[src/rtl/reboot_request_ctrl.sv]
// Reboot request front-end: debounced long-press button plus host request, grace period, sticky boot_core.
// Optional host_req/host_cancel path enabled by defining REBOOT_HOST_REQ_EN.
module reboot_request_ctrl #(
  parameter int DEBOUNCE_CYCLES = 65536,
  parameter int HOLD_CYCLES     = 16777216,
  parameter int GRACE_CYCLES    = 1024
) (
  input  logic clk,
  input  logic rst_n,
  input  logic btn_n,
  input  logic host_req,
  input  logic host_cancel,
  input  logic busy,
  output logic pending,
  output logic hold_active,
  output logic boot_core
);

  localparam int DB_W    = $clog2(DEBOUNCE_CYCLES);
  localparam int HOLD_W  = $clog2(HOLD_CYCLES);
  localparam int GRACE_W = $clog2(GRACE_CYCLES);

  localparam logic [DB_W-1:0]    DB_LAST    = DB_W'(DEBOUNCE_CYCLES - 1);
  localparam logic [HOLD_W-1:0]  HOLD_LAST  = HOLD_W'(HOLD_CYCLES - 1);
  localparam logic [GRACE_W-1:0] GRACE_LAST = GRACE_W'(GRACE_CYCLES - 1);

  localparam logic [1:0] ST_IDLE  = 2'd0;
  localparam logic [1:0] ST_HOLD  = 2'd1;
  localparam logic [1:0] ST_GRACE = 2'd2;
  localparam logic [1:0] ST_FIRE  = 2'd3;

  logic host_req_en;
  logic host_cancel_en;

`ifdef REBOOT_HOST_REQ_EN
  assign host_req_en    = host_req;
  assign host_cancel_en = host_cancel;
`else
  logic unused_host;
  assign host_req_en    = 1'b0;
  assign host_cancel_en = 1'b0;
  assign unused_host    = host_req ^ host_cancel;
`endif

  logic btn_sync1;
  logic btn_sync2;
  logic btn_level;
  logic btn_db;
  logic [DB_W-1:0] db_cnt;

  // Synchronizer idles at 1 so reset never looks like a press.
  // NOTE: sequential state uses non-blocking (<=) so every flop samples pre-edge values.
  always_ff @(posedge clk or negedge rst_n) begin
    if (!rst_n) begin
      btn_sync1 <= 1'b1;
      btn_sync2 <= 1'b1;
    end else begin
      btn_sync1 <= btn_n;
      btn_sync2 <= btn_sync1;
    end
  end

  assign btn_level = ~btn_sync2;

  always_ff @(posedge clk or negedge rst_n) begin
    if (!rst_n) begin
      btn_db <= 1'b0;
      db_cnt <= '0;
    end else if (btn_level == btn_db) begin
      db_cnt <= '0;
    end else if (db_cnt == DB_LAST) begin
      btn_db <= btn_level;
      db_cnt <= '0;
    end else begin
      db_cnt <= db_cnt + DB_W'(1);
    end
  end

  logic [1:0]         state;
  logic [1:0]         state_next;
  logic [HOLD_W-1:0]  hold_cnt;
  logic [HOLD_W-1:0]  hold_cnt_next;
  logic [GRACE_W-1:0] grace_cnt;
  logic [GRACE_W-1:0] grace_cnt_next;

  // NOTE: every always_comb output gets a default first, so no path can infer a latch.
  always_comb begin
    state_next     = state;
    hold_cnt_next  = hold_cnt;
    grace_cnt_next = grace_cnt;
    case (state)
      ST_IDLE: begin
        if (host_req_en) begin
          state_next     = ST_GRACE;
          grace_cnt_next = '0;
        end else if (btn_db) begin
          state_next    = ST_HOLD;
          hold_cnt_next = '0;
        end
      end
      ST_HOLD: begin
        if (host_req_en) begin
          state_next     = ST_GRACE;
          grace_cnt_next = '0;
        end else if (!btn_db) begin
          state_next = ST_IDLE;
        end else if (hold_cnt == HOLD_LAST) begin
          state_next     = ST_GRACE;
          grace_cnt_next = '0;
        end else begin
          hold_cnt_next = hold_cnt + HOLD_W'(1);
        end
      end
      ST_GRACE: begin
        // Cancel outranks the terminal count in the same cycle.
        if (host_cancel_en) begin
          state_next = ST_IDLE;
        end else if (!busy) begin
          if (grace_cnt == GRACE_LAST) begin
            state_next = ST_FIRE;
          end else begin
            grace_cnt_next = grace_cnt + GRACE_W'(1);
          end
        end
      end
      ST_FIRE: state_next = ST_FIRE;
      default: state_next = ST_IDLE;
    endcase
  end

  // Outputs are registered from the next state so they line up with the state register.
  always_ff @(posedge clk or negedge rst_n) begin
    if (!rst_n) begin
      state       <= ST_IDLE;
      hold_cnt    <= '0;
      grace_cnt   <= '0;
      pending     <= 1'b0;
      hold_active <= 1'b0;
      boot_core   <= 1'b0;
    end else begin
      state       <= state_next;
      hold_cnt    <= hold_cnt_next;
      grace_cnt   <= grace_cnt_next;
      pending     <= (state_next == ST_GRACE) || (state_next == ST_FIRE);
      hold_active <= (state_next == ST_HOLD);
      boot_core   <= (state_next == ST_FIRE);
    end
  end

endmodule
[config.mk]
export PLATFORM = sky130hd
export DESIGN_NAME = reboot_request_ctrl
export DESIGN_NICKNAME = d
export VERILOG_FILES = /design/src/rtl/reboot_request_ctrl.sv
export SDC_FILE = /design/constraint.sdc
export NUM_CORES = 1
export LEC_CHECK = 0
export CORE_MARGIN = 3
export CORE_UTILIZATION = 45
export CTS_CLUSTER_DIAMETER = 80
export CTS_CLUSTER_SIZE = 14
export DETAILED_ROUTE_END_ITERATION = 8
export GPL_ROUTABILITY_DRIVEN = 0
export GPL_TIMING_DRIVEN = 1
export PLACE_DENSITY = 0.7
export SLEW_MARGIN = 20
export SYNTH_ARGS = -nofsm -noshare
export SYNTH_HDL_FRONTEND = slang
export SYNTH_SLANG_ARGS = --single-unit
[constraint.sdc]
create_clock -name clk -period 4.5 [get_ports clk]
set_input_delay 1.125 -clock clk [delete_from_list [all_inputs] [get_ports clk]]
set_output_delay 1.125 -clock clk [all_outputs]
set_load 0.02 [all_outputs]
==> reports/results.env, run 1 <==
DRT_FIRST_ITER_VIOLATIONS=135
MIN_PERIOD_OVER_PERIOD_PCT=63.0
REGTOREGSTARTPOINT='hold_cnt[0]'
FLOW.AREA_GROWTH_FROM_SYNTHESIS_PCT=9.71
YOSYSSEQAREASHARE_PCT=47.4
SLEW_VIOL_FINAL=0
FIN_SKEW_PS=12.4
CLK-INSERTION-DELAY-LATE_PS=340
CTSHTREEMAXLEVEL=3
RUN_STATUS='completed'
POWER.SWITCHING_uW=216
TRITONCTS_SINK_COUNT=58
COUNT_OF_CELLS_ALONG_THE_WORST_REGISTER_TO_REGISTER_PATH=5
MULTI_INPUT_COMB_AREA_UM2=1550
INITIAL_CORE_UTIL_PCT=47.5
POWER.LEAKAGE_uW=0.00148
FINALNETCOUNT=340
DIE_AREA_UM2=7840
TIMING.HOLD.WORST_PATH_DEPTH=0
WORST_PATH_MAX_DELAY_CELL='sky130_fd_sc_hd__or3b_2'
DRT-PASS1-ITER-COUNT=4
TIMING.FINAL.HOLD_VIOLATIONS=0
POWER.SWITCHING_FRACTION_PCT=22.2
WORST-SLEW-PIN-TRANSITION_PS=809
ASYNC_RESET_FF_SHARE_PCT=100
YS_FF_LATCH=58
LAYOUT.AREA.SEQ_UM2=1450
IR_DROP_uV=149
AVGVIACOUNTPERCELL=5.81
DP_WORST_SETUP_SLACK_PS=1320
CLKTRANSATPATHREGS_PS=70
RR_ENDPOINT='grace_cnt[0]'
DRC=0
SYNTH.LIB_CELLS_USED.DISTINCT=56
CRITICAL_PATH.MAX_FANOUT=9
SYN_AREA_UM2=3070
P_CLK_SHARE_PCT=43.7
CP_SLOWEST_STAGE_DELAY_PS=490
SYN_AVG_CELL_AREA_UM2=9.47
SYNTHESIS.NETS=333
GRT_MAX_DEGREE=37
TIMING.CRITICAL_PATH.ARRIVAL_PS=3060
PLACE.DETAILED.INSTANCES=397
CORE-AREA_UM2=6460
LAYOUT_SETUP_WS_PS=1670
FINALSETUPVIOLCOUNT=0
HOLDCRITSTARTPOINT='btn_sync1'
WORST_ENDPOINT_REQUIRED_TIME_PS=4730
POST_SYNTH_INST_COUNT=324
POWER-PER-CELL-AREA_nW_PER_UM2=290
COMBPWRFRAC_PCT=2.0
VIAS=2399
WIRE_PER_INST_UM=14.4
FIN_CELLS=413
SYNTH_COMPOUND_GATE_AREA_SHARE_PCT=15.1
INSERTEDDIODECOUNT=0
POST_SYNTH_AND_OR_NAND_NOR_AREA_FRACTION_PCT=26.8
TIMING.REG2REG.SETUP_SLACK_PS=2000
PATH_CLASS='input port to flip-flop'
TIMING.MAX_CAP.VIOLATIONS=0
POWER.SEQUENTIAL.FRACTION_PCT=54.3
WORST_SETUP_PATH_END_KIND='flip-flop'
FINAL_LAYOUT_SIZE_SUFFIX_GT1_SHARE_PCT=8.93
DETAIL_ROUTE.WIRELENGTH_MM=5.96
RSZ_0062_RAISED_AFTER_GLOBAL_ROUTING='no'
POST_SYNTH_MUX_AREA_SHARE_PCT=1.43
CLOCK_PATH_BUFFERS=2
DIE_HEIGHT_UM=88.6
GRT_UTIL_ALL_LAYERS_PCT=17.3
SYNTH_XOR_AREA_SHARE_PCT=5.71
POST-CTS-SETUP-BUFFER-COUNT=0
CTS-HOLD-FIX-BUFFERS=0
SYNTH_ENABLE_FLOP_CELLS=0
WORST_HOLD_PATH_TYPE='flip-flop to flip-flop'
TIMING.SLEW.HEADROOM_PCT=46.1
DIE_WIDTH_UM=88.6
CTS.ROOT.BUFFER_CELL='sky130_fd_sc_hd__clkbuf_8'
DP_HPWL_MM=3.98
CRIT_PATH_START_KIND='input port'
SYNTHFLOPTYPE='sky130_fd_sc_hd__dfrtp_1'
POST_SYNTH_FA_HA_MAJ_AREA_FRACTION_PCT=1.22
ROWS=29
PIN_COUNT=9
TRITONCTS_CLOCK_TREE='yes'
GR-TOTAL-OVERFLOW=0
HOLDPATHEND='btn_sync2'
SYNTH-WARNING-COUNT=0
PERIOD_NEEDED_PS=2830
IO_BUFFERS=6
GRT_PASS1_VIAS=2312
GRT_ANTENNA_BEFORE_REPAIR=0
SETUP-TNS-FINAL_PS=0
CTS-RESIZED-GATES=0
CTS_INSERTED_BUFFERS=9
FMAXACHIEVABLE_MHz=353
LARGEST_FAMILY_OF_LOGIC_CELLS_BY_SYNTHESIZED_AREA='simple AND/OR/NAND/NOR gates'
N_FILL_CELL=586
GRT_FIRST_PASS_WIRELENGTH_MM=10.5
FINAL_ANTENNA_NET_COUNT=0
P_INT_uW=758
TIMING.CRITICAL_PATH.CELLS='clkdlybuf4s50_1, or3b_2, a41oi_2, a31oi_1, mux2_2'
how the worst max path moves through the flow:
stage | to | cells after the start | from
final | grace_cnt[0] | 5 | busy
after global routing | grace_cnt[6] | 6 | busy
after CTS | grace_cnt[0] | 5 | busy
after detailed placement | grace_cnt[0] | 5 | busy
after global placement | grace_cnt[0] | 5 | busy
after floorplan | grace_cnt[0] | 4 | busy
power groups by stage:
stage,logic (µW),clock network (µW),registers (µW)
6_report,19.8,425,529
5_1_grt,23.4,465,529
4_1_cts,20.9,440,529
3_5_place_dp,20.9,0,538
3_3_place_gp,20.9,0,538
2_1_floorplan,6.03,0,537
state kept, by name, indices dropped and copies added, names as in the netlist, 2 cells and up:
name       flops
grace_cnt     10
state          2
db_cnt        16
hold_cnt      24
routing by layer:
| metal | track usage (%) | routed length (µm) | up-vias |
|---|---|---|---|
| met5 | 0 | 0 | - |
| met4 | 6.87 | 97 | 0 |
| met3 | 5.31 | 192 | 8 |
| met2 | 27.3 | 2670 | 27 |
| met1 | 22.3 | 3010 | 1165 |
| li1 | - | - | 1199 |
synthesized netlist by cell type (2+ instances only):
cell type                  instances  area [µm²]
sky130_fd_sc_hd__or2_2             2        12.5
sky130_fd_sc_hd__ha_1              3        37.5
sky130_fd_sc_hd__and3_1           12        75.1
sky130_fd_sc_hd__dfrtp_1          56        1400
sky130_fd_sc_hd__a221o_1           3        30.0
sky130_fd_sc_hd__a21o_1            4        30.0
sky130_fd_sc_hd__nor4_1            5        31.3
sky130_fd_sc_hd__clkbuf_1          9        33.8
sky130_fd_sc_hd__nand4_1          10        62.6
sky130_fd_sc_hd__nand2b_1          4        25.0
sky130_fd_sc_hd__nand3_1          14        70.1
sky130_fd_sc_hd__o21ai_0           9        45.0
sky130_fd_sc_hd__dfstp_2           2        52.6
sky130_fd_sc_hd__buf_2             2        10.0
sky130_fd_sc_hd__o311ai_0          3        26.3
sky130_fd_sc_hd__mux2_1            2        22.5
sky130_fd_sc_hd__inv_1             6        22.5
sky130_fd_sc_hd__nor3_1            4        20.0
sky130_fd_sc_hd__a211oi_1          3        22.5
sky130_fd_sc_hd__xor2_1           15         131
sky130_fd_sc_hd__nor2_1           45         169
sky130_fd_sc_hd__nand2_1          27         101
sky130_fd_sc_hd__and4_1            4        35.0
sky130_fd_sc_hd__nor3b_1           2        15.0
sky130_fd_sc_hd__a22o_1            4        35.0
sky130_fd_sc_hd__o31ai_1           4        30.0
sky130_fd_sc_hd__xnor2_1           5        43.8
sky130_fd_sc_hd__o211ai_1          6        45.0
sky130_fd_sc_hd__nor2b_1           3        18.8
sky130_fd_sc_hd__a21oi_1          17        85.1
sky130_fd_sc_hd__nand3b_1          3        22.5
sky130_fd_sc_hd__a31oi_1           4        25.0
sky130_fd_sc_hd__and2_1            5        31.3
sky130_fd_sc_hd__or4_1             5        37.5
critical path, delay by kind of cell:
kind	cells	cell delay, ps
buf+inv	1	410
compound gates	2	650
simple gates	1	490
mux	1	380
cells by family after synthesis:
family                   count (synthesis)
flip-flops                              58
adder cells (fa/ha/maj)                  3
XOR/XNOR                                20
AO/OA/AOI/OAI                           66
buffers and inverters                   18
multiplexers                             4
AND/OR/NAND/NOR                        155
layout by cell type (no fill, tap or decap), types with 3 or more instances in the layout:
master and instances:
sky130_fd_sc_hd__clkbuf_8 11, sky130_fd_sc_hd__a22o_1 4, sky130_fd_sc_hd__a21o_1 4, sky130_fd_sc_hd__a21oi_1 17, sky130_fd_sc_hd__o311ai_0 3, sky130_fd_sc_hd__nor3_1 4, sky130_fd_sc_hd__and3_1 12, sky130_fd_sc_hd__nand2b_1 4
sky130_fd_sc_hd__xor2_1 15, sky130_fd_sc_hd__nor2b_1 3, sky130_fd_sc_hd__inv_1 6, sky130_fd_sc_hd__o21ai_0 9, sky130_fd_sc_hd__nor2_1 45, sky130_fd_sc_hd__nand2_1 27, sky130_fd_sc_hd__o31ai_1 4, sky130_fd_sc_hd__a211oi_1 3
sky130_fd_sc_hd__clkinv_2 3, sky130_fd_sc_hd__xnor2_1 5, sky130_fd_sc_hd__a31oi_1 4, sky130_fd_sc_hd__nor4_1 5, sky130_fd_sc_hd__clkdlybuf4s50_1 5, sky130_fd_sc_hd__nand3_1 14, sky130_fd_sc_hd__a221o_1 3, sky130_fd_sc_hd__or4_1 5
sky130_fd_sc_hd__and4_1 4, sky130_fd_sc_hd__o211ai_1 6, sky130_fd_sc_hd__nand3b_1 3, sky130_fd_sc_hd__dfrtp_1 56, sky130_fd_sc_hd__ha_1 3, sky130_fd_sc_hd__and2_1 5, sky130_fd_sc_hd__nand4_1 10
final cells by class:
class                      instances  share of cell area (%)
inverter                           6                   0.669
sequential                        58                    43.2
clock inverter                     3                   0.446
multi-input combinational        248                    46.0
tap                               77                    2.86
clock buffer                      13                    4.72
timing repair buffer               8                    2.08
stage by stage:
| stage | power (µW) | hold slack [ps] | area (µm²) | utilization (%) |
|---|---|---|---|---|
| after floorplan | 544 | 345 | 3070 | - |
| after detailed placement | 559 | 348 | 3180 | 49.3 |
| after CTS | 990 | 368 | 3360 | 52.0 |
| after global routing | 1020 | 371 | 3360 | 52.1 |
| after global placement | 559 | 348 | 3180 | 49.3 |
| final | 974 | 364 | 3360 | 52.1 |
Note: power is estimated with default switching activity, not from simulation.
==> inputs of run 2 (changes only) <==
==> constraint.sdc (replaced) <==
create_clock -name clk -period 2.7 [get_ports clk]
set_input_delay 0.675 -clock clk [delete_from_list [all_inputs] [get_ports clk]]
set_output_delay 0.675 -clock clk [all_outputs]
set_load 0.02 [all_outputs]
==> run 2 against run 1 <==
Compared with the run above:
- total power up 74%
- global-route usage down 0.18 points
- clock-buffer cell count unchanged
- hold slack worse by 15 ps
- final area up 1.7%
- flip-flop and latch count unchanged
- critical path depth up 2
- largest cell class unchanged
==> reports/results.env, run 2 (synthesized netlist as in run 1, its figures left out) <==
AVGVIACOUNTPERCELL=5.83
CLOCK_PATH_BUFFERS=2
GR-TOTAL-OVERFLOW=0
CORE-AREA_UM2=6460
POWER-PER-CELL-AREA_nW_PER_UM2=495
WORST-SLEW-PIN-TRANSITION_PS=749
TOP_REGISTER='hold_cnt'
CLK-INSERTION-DELAY-LATE_PS=330
LARGEST_REG_FLOPS=24
TIMING.FINAL.HOLD_VIOLATIONS=0
RUN_STATUS='completed'
RR_ENDPOINT='hold_cnt[21]'
MIN_PERIOD_OVER_PERIOD_PCT=82.2
WIRE_PER_INST_UM=14.1
GRT_MAX_DEGREE=34
CRIT_PATH_START_KIND='flip-flop'
FINAL_ANTENNA_NET_COUNT=0
GRT_FIRST_PASS_WIRELENGTH_MM=10.6
DIE_AREA_UM2=7840
TRITONCTS_SINK_COUNT=58
WORST_ENDPOINT_REQUIRED_TIME_PS=2950
MOST-COMMON-LAYOUT-CELLS='sky130_fd_sc_hd__dfrtp_1, sky130_fd_sc_hd__nor2_1, sky130_fd_sc_hd__nand2_1, sky130_fd_sc_hd__a21oi_1, sky130_fd_sc_hd__xor2_1'
TRITONCTS_CLOCK_TREE='yes'
CTS.ROOT.BUFFER_CELL='sky130_fd_sc_hd__clkbuf_8'
INITIAL_CORE_UTIL_PCT=47.5
DIE_WIDTH_UM=88.6
CTS-HOLD-FIX-BUFFERS=0
TIMING.MAX_CAP.VIOLATIONS=0
CLKTRANSATPATHREGS_PS=60
GRT_ANTENNA_BEFORE_REPAIR=0
GROUTE.LAYER.MET1.USAGE_PCT=23.5
MOSTFREQUENTLAYOUTCELL='sky130_fd_sc_hd__dfrtp_1'
DP_HPWL_MM=3.99
GRT_UTIL_ALL_LAYERS_PCT=17.1
DETAIL_ROUTE.WIRELENGTH_MM=5.88
IR_DROP_uV=270
CRITICAL_PATH.MAX_FANOUT=11
GLOBALROUTE.BUSIESTLAYER='met2'
TIMING.CRITICAL_PATH.ARRIVAL_PS=2470
FINAL_LAYOUT_SIZE_SUFFIX_GT1_SHARE_PCT=9.97
FLOW.AREA_GROWTH_FROM_SYNTHESIS_PCT=11.5
WORST_HOLD_PATH_TYPE='input port to asynchronous set/reset pin'
TIMING.HOLD.WS_PS=349
REGTOREGSTARTPOINT='hold_cnt[0]'
FINALSETUPVIOLCOUNT=0
DRT-PASS1-ITER-COUNT=5
RSZ_0062_RAISED_AFTER_GLOBAL_ROUTING='no'
ROWS=29
DRT_FIRST_ITER_VIOLATIONS=134
GR-USAGE-MET2_PCT=26.0
DIE_HEIGHT_UM=88.6
TOP_REGS='hold_cnt x24, db_cnt x16, grace_cnt x10'
INSERTEDDIODECOUNT=0
CTS-RESIZED-GATES=0
CTSHTREEMAXLEVEL=3
CRITICAL_PATH_LAUNCH_POINT='hold_cnt[0]'
PERIOD_NEEDED_PS=2220
WORST_SETUP_PATH_END_KIND='flip-flop'
POST-CTS-SETUP-BUFFER-COUNT=0
DRC=0
TIMING.REG2REG.SETUP_SLACK_PS=480
SLEW_VIOL_FINAL=0
GRT_PASS1_VIAS=2329
GRT.MET3_USAGE_PCT=3.07
SETUP-TNS-FINAL_PS=0
PATH_CLASS='flip-flop to flip-flop'
FINALNETCOUNT=345
FIN_SKEW_PS=9.39
VIAS=2437
COUNT_OF_CELLS_ALONG_THE_WORST_REGISTER_TO_REGISTER_PATH=7
POWER.LEAKAGE_uW=0.00150
PIN_COUNT=9
CTS_INSERTED_BUFFERS=9
TIMING.SLEW.HEADROOM_PCT=49.9
FMAXACHIEVABLE_MHz=451
IO_BUFFERS=6
-- run 2: final cells by class --
cell class / count / area (µm²)
fill: 596 / 3040
multi-input combinational: 248 / 1540
sequential: 58 / 1450
clock buffer: 13 / 149
timing repair buffer: 13 / 120
tap: 77 / 96.3
clock inverter: 3 / 40.0
inverter: 6 / 22.5
-- run 2: per-layer routing --
metal	wire length [µm]	vias up
met4	114	0
met1	2930	1177
met3	203	10
met5	0	-
li1	-	1206
met2	2630	44
-- run 2: worst max-delay path by stage --
stage / depth (start not counted) / to / slack, ps
after detailed placement: 5 / grace_cnt[0] / 240
after global placement: 5 / grace_cnt[0] / 270
after global routing: 7 / hold_cnt[21] / 310
after floorplan: 4 / grace_cnt[0] / 650
final: 7 / hold_cnt[21] / 480
after CTS: 7 / hold_cnt[21] / 470
-- run 2: through the flow --
stage	std cells	power, µW	worst slack [ps]	area, µm²	utilization [%]
final	418	1690	480	3420	53.0
after global routing	418	1760	314	3420	53.0
after CTS	418	1720	469	3420	53.0
after detailed placement	402	934	241	3230	50.0
after floorplan	324	906	652	3070	-
after global placement	402	933	271	3230	50.0
-- run 2: power breakdown --
part           leakage (µW)  switching [µW]  internal [µW]  total [µW]
clock             0.0000974             327            449         776
sequential         0.000796            5.59            876         881
combinational      0.000608            24.4           10.5        34.9
-- run 2: worst max-delay path: stages (launching register included) --
cell and delay, ps:
sky130_fd_sc_hd__dfrtp_1 450, sky130_fd_sc_hd__ha_1 290, sky130_fd_sc_hd__nand4_1 170, sky130_fd_sc_hd__nor3_1 110, sky130_fd_sc_hd__buf_4 170, sky130_fd_sc_hd__a21o_1 270
sky130_fd_sc_hd__or4_1 540, sky130_fd_sc_hd__a21oi_1 160
